==> src/rtl/hazard_scoreboard_if.sv <==
// rtl/hazard_scoreboard_if.sv - ID-side decode/hazard signal bundle between decoder and hazard scoreboard
interface hazard_scoreboard_if #(
  parameter int REG_ADDR_W = 4,
  parameter int SEL_W      = 2,
  parameter int CNT_W      = 16
);
  logic                  issue_valid;
  logic [REG_ADDR_W-1:0] src1;
  logic [REG_ADDR_W-1:0] src2;
  logic                  has_src1;
  logic                  has_src2;
  logic [REG_ADDR_W-1:0] dst;
  logic                  wb_en;
  logic                  mem_read;
  logic                  flush;
  logic                  freeze;
  logic                  stall;
  logic [SEL_W-1:0]      fwd_sel1;
  logic [SEL_W-1:0]      fwd_sel2;
  logic [CNT_W-1:0]      stall_cnt;

  modport master (
    output issue_valid, src1, src2, has_src1, has_src2, dst, wb_en, mem_read, flush, freeze,
    input  stall, fwd_sel1, fwd_sel2, stall_cnt
  );

  modport slave (
    input  issue_valid, src1, src2, has_src1, has_src2, dst, wb_en, mem_read, flush, freeze,
    output stall, fwd_sel1, fwd_sel2, stall_cnt
  );
endinterface

==> src/rtl/hazard_scoreboard.sv <==
// rtl/hazard_scoreboard.sv - In-flight destination scoreboard driving stall, forwarding selects and a stall counter
module hazard_scoreboard #(
  parameter int REG_ADDR_W = 4,
  parameter int STAGES     = 3,
  parameter bit FWD_EN     = 1'b1,
  parameter int SEL_W      = $clog2(STAGES + 1),
  parameter int CNT_W      = 16
) (
  input logic                clk,
  input logic                rst,
  hazard_scoreboard_if.slave hz
);

  typedef struct packed {
    logic                  valid;
    logic [REG_ADDR_W-1:0] dst;
    logic                  wb_en;
    logic                  mem_read;
  } slot_t;

  // slots[1] is EXE, slots[STAGES] is WB
  slot_t            slots [1:STAGES];
  logic [STAGES:1]  match1;
  logic [STAGES:1]  match2;
  logic [SEL_W-1:0] young1;
  logic [SEL_W-1:0] young2;
  logic             raw_hit;
  logic             load_use;
  logic             stall_int;
  logic [CNT_W-1:0] cnt;

  always_comb begin
    match1 = '0;
    match2 = '0;
    for (int k = 1; k <= STAGES; k++) begin
      match1[k] = hz.has_src1 && hz.issue_valid && slots[k].valid && slots[k].wb_en
                  && (slots[k].dst == hz.src1);
      match2[k] = hz.has_src2 && hz.issue_valid && slots[k].valid && slots[k].wb_en
                  && (slots[k].dst == hz.src2);
    end
  end

  // Scan oldest to youngest so the lowest matching slot overwrites older ones
  always_comb begin
    young1 = '0;
    young2 = '0;
    for (int k = STAGES; k >= 1; k--) begin
      if (match1[k]) young1 = SEL_W'(k);
      if (match2[k]) young2 = SEL_W'(k);
    end
  end

  always_comb begin
    raw_hit   = (|match1) || (|match2);
    load_use  = slots[1].mem_read && ((young1 == SEL_W'(1)) || (young2 == SEL_W'(1)));
    stall_int = (FWD_EN ? load_use : raw_hit) && !hz.flush;
  end

  assign hz.stall     = stall_int;
  assign hz.fwd_sel1  = FWD_EN ? young1 : '0;
  assign hz.fwd_sel2  = FWD_EN ? young2 : '0;
  assign hz.stall_cnt = cnt;

  always_ff @(posedge clk or posedge rst) begin
    if (rst) begin
      for (int k = 1; k <= STAGES; k++) slots[k] <= '0;
      cnt <= '0;
    end else if (!hz.freeze) begin
      for (int k = STAGES; k >= 2; k--) slots[k] <= slots[k-1];
      if (hz.issue_valid && !stall_int && !hz.flush)
        slots[1] <= '{valid: 1'b1, dst: hz.dst, wb_en: hz.wb_en, mem_read: hz.mem_read};
      else
        slots[1] <= '0;
      if (stall_int && (cnt != '1)) cnt <= cnt + CNT_W'(1);
    end
  end

endmodule

==> src/flat_wrapper.sv <==
// flat-port wrapper written by rule: the top's interface ports become plain ports
module hazard_scoreboard_flat 
#(
  parameter int REG_ADDR_W = 4,
  parameter int STAGES     = 3,
  parameter bit FWD_EN     = 1'b1,
  parameter int SEL_W      = $clog2(STAGES + 1),
  parameter int CNT_W      = 16
)
  (clk, rst, hz_issue_valid, hz_src1, hz_src2, hz_has_src1, hz_has_src2, hz_dst, hz_wb_en, hz_mem_read, hz_flush, hz_freeze, hz_stall, hz_fwd_sel1, hz_fwd_sel2, hz_stall_cnt);
  hazard_scoreboard_if #(.REG_ADDR_W(REG_ADDR_W), .SEL_W(SEL_W), .CNT_W(CNT_W)) hz_i ();
  input logic clk;
  input logic rst;
  input wire logic [$bits(hz_i.issue_valid)-1:0] hz_issue_valid;
  input wire logic [$bits(hz_i.src1)-1:0] hz_src1;
  input wire logic [$bits(hz_i.src2)-1:0] hz_src2;
  input wire logic [$bits(hz_i.has_src1)-1:0] hz_has_src1;
  input wire logic [$bits(hz_i.has_src2)-1:0] hz_has_src2;
  input wire logic [$bits(hz_i.dst)-1:0] hz_dst;
  input wire logic [$bits(hz_i.wb_en)-1:0] hz_wb_en;
  input wire logic [$bits(hz_i.mem_read)-1:0] hz_mem_read;
  input wire logic [$bits(hz_i.flush)-1:0] hz_flush;
  input wire logic [$bits(hz_i.freeze)-1:0] hz_freeze;
  output wire logic [$bits(hz_i.stall)-1:0] hz_stall;
  output wire logic [$bits(hz_i.fwd_sel1)-1:0] hz_fwd_sel1;
  output wire logic [$bits(hz_i.fwd_sel2)-1:0] hz_fwd_sel2;
  output wire logic [$bits(hz_i.stall_cnt)-1:0] hz_stall_cnt;
  assign hz_i.issue_valid = hz_issue_valid;
  assign hz_i.src1 = hz_src1;
  assign hz_i.src2 = hz_src2;
  assign hz_i.has_src1 = hz_has_src1;
  assign hz_i.has_src2 = hz_has_src2;
  assign hz_i.dst = hz_dst;
  assign hz_i.wb_en = hz_wb_en;
  assign hz_i.mem_read = hz_mem_read;
  assign hz_i.flush = hz_flush;
  assign hz_i.freeze = hz_freeze;
  assign hz_stall = hz_i.stall;
  assign hz_fwd_sel1 = hz_i.fwd_sel1;
  assign hz_fwd_sel2 = hz_i.fwd_sel2;
  assign hz_stall_cnt = hz_i.stall_cnt;
  hazard_scoreboard #(.REG_ADDR_W(REG_ADDR_W), .STAGES(STAGES), .FWD_EN(FWD_EN), .SEL_W(SEL_W), .CNT_W(CNT_W)) u_core (.clk(clk), .rst(rst), .hz(hz_i));
endmodule
==> config.mk <==
export PLATFORM = sky130hd
export DESIGN_NAME = hazard_scoreboard_flat
export DESIGN_NICKNAME = d
export VERILOG_FILES = /design/src/rtl/hazard_scoreboard_if.sv /design/src/rtl/hazard_scoreboard.sv /design/src/flat_wrapper.sv
export SDC_FILE = /design/constraint.sdc
export NUM_CORES = 1
export LEC_CHECK = 0
export CAP_MARGIN = 30
export CELL_PAD_IN_SITES_DETAIL_PLACEMENT = 1
export CELL_PAD_IN_SITES_GLOBAL_PLACEMENT = 1
export CORE_AREA = 2 2 77 79
export CTS_BUF_LIST = sky130_fd_sc_hd__clkbuf_4
export CTS_CLUSTER_DIAMETER = 150
export DETAILED_ROUTE_END_ITERATION = 16
export DIE_AREA = 0 0 79 81
export GPL_TIMING_DRIVEN = 0
export PLACE_DENSITY_LB_ADDON = 0.1
export SLEW_MARGIN = 15
export SYNTH_ARGS = -nofsm -noshare
export SYNTH_HDL_FRONTEND = slang
export SYNTH_SLANG_ARGS = --single-unit
export TNS_END_PERCENT = 50
==> constraint.sdc <==
create_clock -name clk -period 1.7 [get_ports clk]
set_input_delay 0.34 -clock clk [delete_from_list [all_inputs] [get_ports clk]]
set_output_delay 0.34 -clock clk [all_outputs]
set_load 0.03 [all_outputs]
Yosys cells after proc, flatten, opt, wreduce, memory -nomap -nowiden
Cells that the tools add are included.
{"block": "op_classes", "add_sub_neg": 1, "eq_ne": 9, "muxes": 7, "bitwise_logic": 1, "reduce_logical": 29}
{"operator": "1-bit logical AND", "n": 25}
{"operator": "4-bit == test", "n": 6}
{"operator": "16-bit by 1-bit adder with 16-bit output, second input constant", "n": 1}
{"operator": "16-bit != test, second input constant", "n": 1}
{"operator": "2-bit 2-to-1 mux", "n": 6}
{"operator": "7-bit 2-to-1 mux", "n": 1}
{"operator": "2-bit by 1-bit == test with 1-bit output, second input constant", "n": 2}
{"operator": "1-bit zero test", "n": 2}
{"operator": "2-bit AND reduction", "n": 1}
{"operator": "1-bit logical OR", "n": 1}
{"operator": "1-bit inverter", "n": 1}
{"block": "totals", "ff_bits": 35, "in_bits": 21, "output_inout_bits": 21, "elab_cells": 58}

Logic depth before layout (Yosys ltp)
Gate-level depths: netlist of the first run.
{"block": "depth", "word_depth": 15, "mapped_depth": 7, "mapped_depth_nobuf": 6}

Worst setup path before layout of the first run
OpenSTA, ideal clock, no wires.
{"block": "synth_timing", "path_kind": "register to register", "start": "register u_core.cnt[0] (netlist: u_core.hz.stall_cnt[0])", "end": "register u_core.cnt[14] (netlist: u_core.hz.stall_cnt[14])", "setup_ns": 0.138, "arrival_time_ns": 1.914, "slack_ns": -0.352, "path_stages_with_launch": 7, "path_buffers": 1, "cell_sequence": "dfrtp_1 -> ha_1 -> nand4_1 -> nor4_1 -> buf_2 -> nor4_1 -> xor2_1"}
{"block": "synth_via", "elab_chain_cells": 3, "elab_cells_between_ends": 4, "classes_between": "add/sub: 1; eq/ne: 1; reduce/logical: 2"}
{"element": "start: declaration", "line": "hazard_scoreboard.sv:30", "source": "logic [CNT_W-1:0] cnt;"}
{"element": "start signal: assignment", "line": "hazard_scoreboard.sv:74", "source": "if (stall_int && (cnt != '1)) cnt <= cnt + CNT_W'(1);"}
{"element": "branches (longest 3 deep; another with 16-bit by 1-bit adder with 16-bit output)"}
Several ways; the timed one is not identified.
A chain may end at the register's enable or synchronous reset.

Worst setup path in the final report of the first run
{"block": "layout_timing", "start": "input hz_src1[1]", "end": "output hz_stall"}
{"block": "layout_via", "elab_chain_cells": 9, "elab_cells_between_ends": 13, "classes_between": "eq/ne: 4; mux: 3; reduce/logical: 6"}
{"element": "start: declaration", "line": "flat_wrapper.sv:15", "source": "input wire logic [$bits(hz_i.src1)-1:0] hz_src1;"}
{"element": "4-bit == test", "line": "hazard_scoreboard.sv:37", "source": "&& (slots[k].dst == hz.src1);"}
{"element": "1-bit logical AND", "line": "hazard_scoreboard.sv:37"}
{"element": "2-bit 2-to-1 mux (2 in a row)", "line": "hazard_scoreboard.sv:48", "source": "if (match1[k]) young1 = SEL_W'(k);"}
{"element": "2-bit 2-to-1 mux *", "line": "hazard_scoreboard.sv:48"}
{"element": "2-bit by 1-bit == test with 1-bit output *", "line": "hazard_scoreboard.sv:55", "source": "load_use = slots[1].mem_read && ((young1 == SEL_W'(1)) || (young2 == SEL_W'(1)));"}
{"element": "1-bit logical OR *", "line": "hazard_scoreboard.sv:55"}
{"element": "1-bit logical AND *", "line": "hazard_scoreboard.sv:55"}
{"element": "1-bit logical AND *", "line": "hazard_scoreboard.sv:56", "source": "stall_int = (FWD_EN ? load_use : raw_hit) && !hz.flush;"}
{"element": "end: declaration", "line": "flat_wrapper.sv:24", "source": "output wire logic [$bits(hz_i.stall)-1:0] hz_stall;"}
Every way passes the cells marked *; elsewhere a longest branch is shown, timed or not.

==> results of run 1 <==
-- metal layers --
metal / GRT usage, % / up-vias
met1: 20.9 / 805
met2: 34.5 / 26
met5: 0 / -
met4: 5.17 / 0
met3: 3.33 / 4
li1: - / 746
-- state kept, by name (all words and copies together), names as in the netlist --
signal and count:
u_core.hz.stall_cnt 16, u_core.slots 19
-- layout by cell type, fill, tap and decap left out, types with 3 or more instances in the layout --
| master | instances |
|---|---|
| nand4_1 | 14 |
| nor4_4 | 6 |
| nor2_2 | 3 |
| clkdlybuf4s50_1 | 9 |
| nand3_1 | 3 |
| dfrtp_2 | 12 |
| mux2_2 | 12 |
| xor2_1 | 18 |
| and4_1 | 3 |
| xnor2_1 | 17 |
| xor2_2 | 4 |
| clkbuf_4 | 5 |
| nor2b_1 | 6 |
| buf_6 | 8 |
| dlygate4sd2_1 | 25 |
| nand2_1 | 8 |
| a22o_1 | 6 |
| buf_4 | 10 |
| nor2_1 | 6 |
| nor3_4 | 3 |
| dfrtp_1 | 23 |
-- final timing paths --
| check | from | slack, ns | to | cells past startpoint |
|---|---|---|---|---|
| max reg2reg | u_core.slots[17] | -0.33 | u_core.hz.stall_cnt[6] | 8 |
| max in group asynchronous | rst | 0.74 | u_core.hz.stall_cnt[3] | 2 |
| min reg2reg | u_core.hz.stall_cnt[14] | 0.49 | u_core.hz.stall_cnt[14] | 1 |
| min | hz_freeze | 0.35 | u_core.slots[19] | 3 |
| max | hz_src1[1] | -0.45 | hz_stall | 7 |
| min in group asynchronous | rst | 0.42 | u_core.slots[8] | 2 |
-- power by group through the flow --
stage | combinational [mW] | sequential, mW | clock (mW)
5_1_grt | 0.279 | 0.919 | 0.833
6_report | 0.255 | 0.912 | 0.771
3_5_place_dp | 0.230 | 0.927 | 0
4_1_cts | 0.239 | 0.912 | 0.790
2_1_floorplan | 0.139 | 0.916 | 0
3_3_place_gp | 0.222 | 0.925 | 0
-- critical path, delay by kind of cell --
family          cells  cell delay (ns)
buf+inv             3             0.78
compound gates      1             0.07
xor+xnor            1             0.29
simple gates        2             0.32
-- timing repair --
item | in CTS | in global routing
pin swaps | 19 | 10
hold buffers | 0 | 0
cloned | 1 | 0
resized for setup | 92 | 16
endpoints found under the setup margin | 44 | 28
setup buffers | 6 | 5
-- final cells by class --
type	instances	share of cell area, %
plain buffers	6	1.92
well taps	75	3.20
inverters	1	0.128
multi-input cells	136	43.7
flip-flops and latches	35	30.4
clock inverters	3	2.30
repair buffers	52	17.1
clock buffers	5	1.28
-- cells by family (layout without fill, tap and decap cells) --
family	after synthesis	count (layout)	synth area share, %
AND/OR/NAND/NOR	72	72	23.0
XOR/XNOR	39	39	17.2
flip-flops	35	35	44.2
multiplexers	14	14	7.95
AO/OA/AOI/OAI	10	10	4.48
buffers and inverters	8	67	2.59
adder cells (fa/ha/maj)	1	1	0.631
==> summary.md, run 1 <==
| Metric | Value |
|---|---|
| Rel. slew slack | 50.6% |
| Kind of start point of the critical path | input port |
| Antenna violations before repair | 0 |
| CP Class | input port to output port |
| FF+latch count, synth | 35 |
| Finished Core Util | 51.7% |
| Final Hold Vio Count | 0 |
| MaxCap Viol Count | 0 |
| Worst Setup Slack, final | -0.446 ns |
| Register Area | 891 um^2 |
| Placer Congestion | 0.814 |
| Worst-path cell chain | clkdlybuf4s50_1 > xnor2_1 > and3_1 > a32oi_4 > buf_6 > nor2_4 > buf_6 |
| Row count | 28 |
| Setup Skew | 0.0112 ns |
| Critical path's largest stage delay | 0.50 ns |
| Synth area leader | dfrtp_1 |
| Vias in the first global route | 1,728 |
| Avg Cell Area, Syn | 11.1 um^2 |
| Via density | 5.05 |
| Post-synth top area share | 44.2% |
| DRT Pass-1 Iters | 3 |
| Unrepaired setup endpoints after global routing | yes |
| Worst Tran Pin Value | 0.740 ns |
| Number of fill cells in the layout | 625 |
| Peak VDD IR | 445 uV |
| F_max | 466 MHz |
| Core area | 5680 um^2 |
| Synth cell types | 34 |
| CTS H-tree depth | 2 |
| Synthesized cell area | 1980 um^2 |
| Post-route ant nets | 0 |
| Cells after DPL | 294 |
| First-pass GRT wire length | 8810 um |
| Aggregate global-route resource usage | 18.2% |
| Register share of total power | 47.1% |
| Layout cells sized above 1 | 37.4% |
| WL met3 | 149 um |
| Max-slew violations | 0 |
| Switching Power | 0.478 mW |
| CTS buffer count | 5 |
| Pre-CTS setup slack | -1.37 ns |
| Crit path capture type | output port |
| Drt total wl | 5480 um |
| Min Hold Slack | 0.355 ns |
| Power Internal | 1.46 mW |
| Final Cell Area | 2930 um^2 |
| Root buffer cell | clkbuf_4 |
| M1 WL | 2210 um |
| Most common cell in the netlist | dfrtp_1 |
| Setup_tns | -7.27 ns |
| Critical Path Fanout Max | 3 |
| Setup violations, final | 28 |
| Comb power frac | 13.1% |
| WL met2 | 3070 um |
| Gr ovfl total | 0 |
| Yosys warnings | 0 |
| Ys async rst share | 100% |
| DR top layer | met4 |
| CTS tree | built |
| Per-cell routed wire length | 17.5 um |
| Number of port buffers | 40 |
| Highest-delay cell along the critical path | clkdlybuf4s50_1 |
| EDFF count, synth | 0 |
| Power Density | 661 nW/um^2 |
| DRT iter0 DRCs | 77 |
| Top cell by count, worst path | buf_6 |
| Syn Nets | 201 |
| Drc violations | 0 |
| Seq/Total Area, Yosys | 44.2% |
| Horiz. Die Dim | 79 um |
| Min cycle time layout | 2.15 ns |
| Failing checks | negative setup slack |
| Die ar. | 6400 um^2 |
| Most area-consuming cells after synthesis | dfrtp_1 (44%), xor2_1 (9.7%), xnor2_1 (7.5%), mux2_2 (7.4%), nand4_1 (4.4%) |
| Number of diodes | 0 |
| Status | finished, violations left |
| Arr. time, crit path | 1.81 ns |
| Final Non-Filler Cells | 313 |
| Top_reg_cell synth | dfrtp_1 |
| Largest net degree at the start of global routing | 36 |
| Synth top cells by count | dfrtp_1 (35), xor2_1 (22), xnor2_1 (17) |
| P_leak | 1.33 nW |
| Max Root-Sink Buffers | 2 |
| Area growth syn-to-layout | 47.9% |
| Clock power share | 39.8% |
| DP Wirelength | 3740 um |
| Initial core utilization | 34.9% |
| Critical path data required time | 1.36 ns |
| Placed inst area | 2520 um^2 |
| Fraction of power spent switching nets | 24.6% |
| Skew-Pair Late Insertion Delay | 0.35 ns |
| Area of the multi-input gates | 1280 um^2 |
| Syn Inst Count | 179 |
| Die Span Y | 81 um |
| IO Pins | 42 |
| Vias | 1,581 |
| Worst-path clk slew | 0.13 ns |
| Tot Pwr | 1.94 mW |
| Nets@finish | 259 |
| # clock sinks | 35 |
| Worst hold path type | input port to flip-flop |
| Fin crit share | 126% |
Note: power is estimated with default switching activity, not from simulation.
==> inputs of run 2 (changes only) <==
--- a/config.mk
+++ b/config.mk
@@ -15,7 +15,7 @@
 export DIE_AREA = 0 0 79 81
 export GPL_TIMING_DRIVEN = 0
 export PLACE_DENSITY_LB_ADDON = 0.1
-export SLEW_MARGIN = 15
+export SLEW_MARGIN = 20
 export SYNTH_ARGS = -nofsm -noshare
 export SYNTH_HDL_FRONTEND = slang
 export SYNTH_SLANG_ARGS = --single-unit
==> results of run 2 <==
Same layout as run 1: the final DEF is identical, and so are final timing and power.
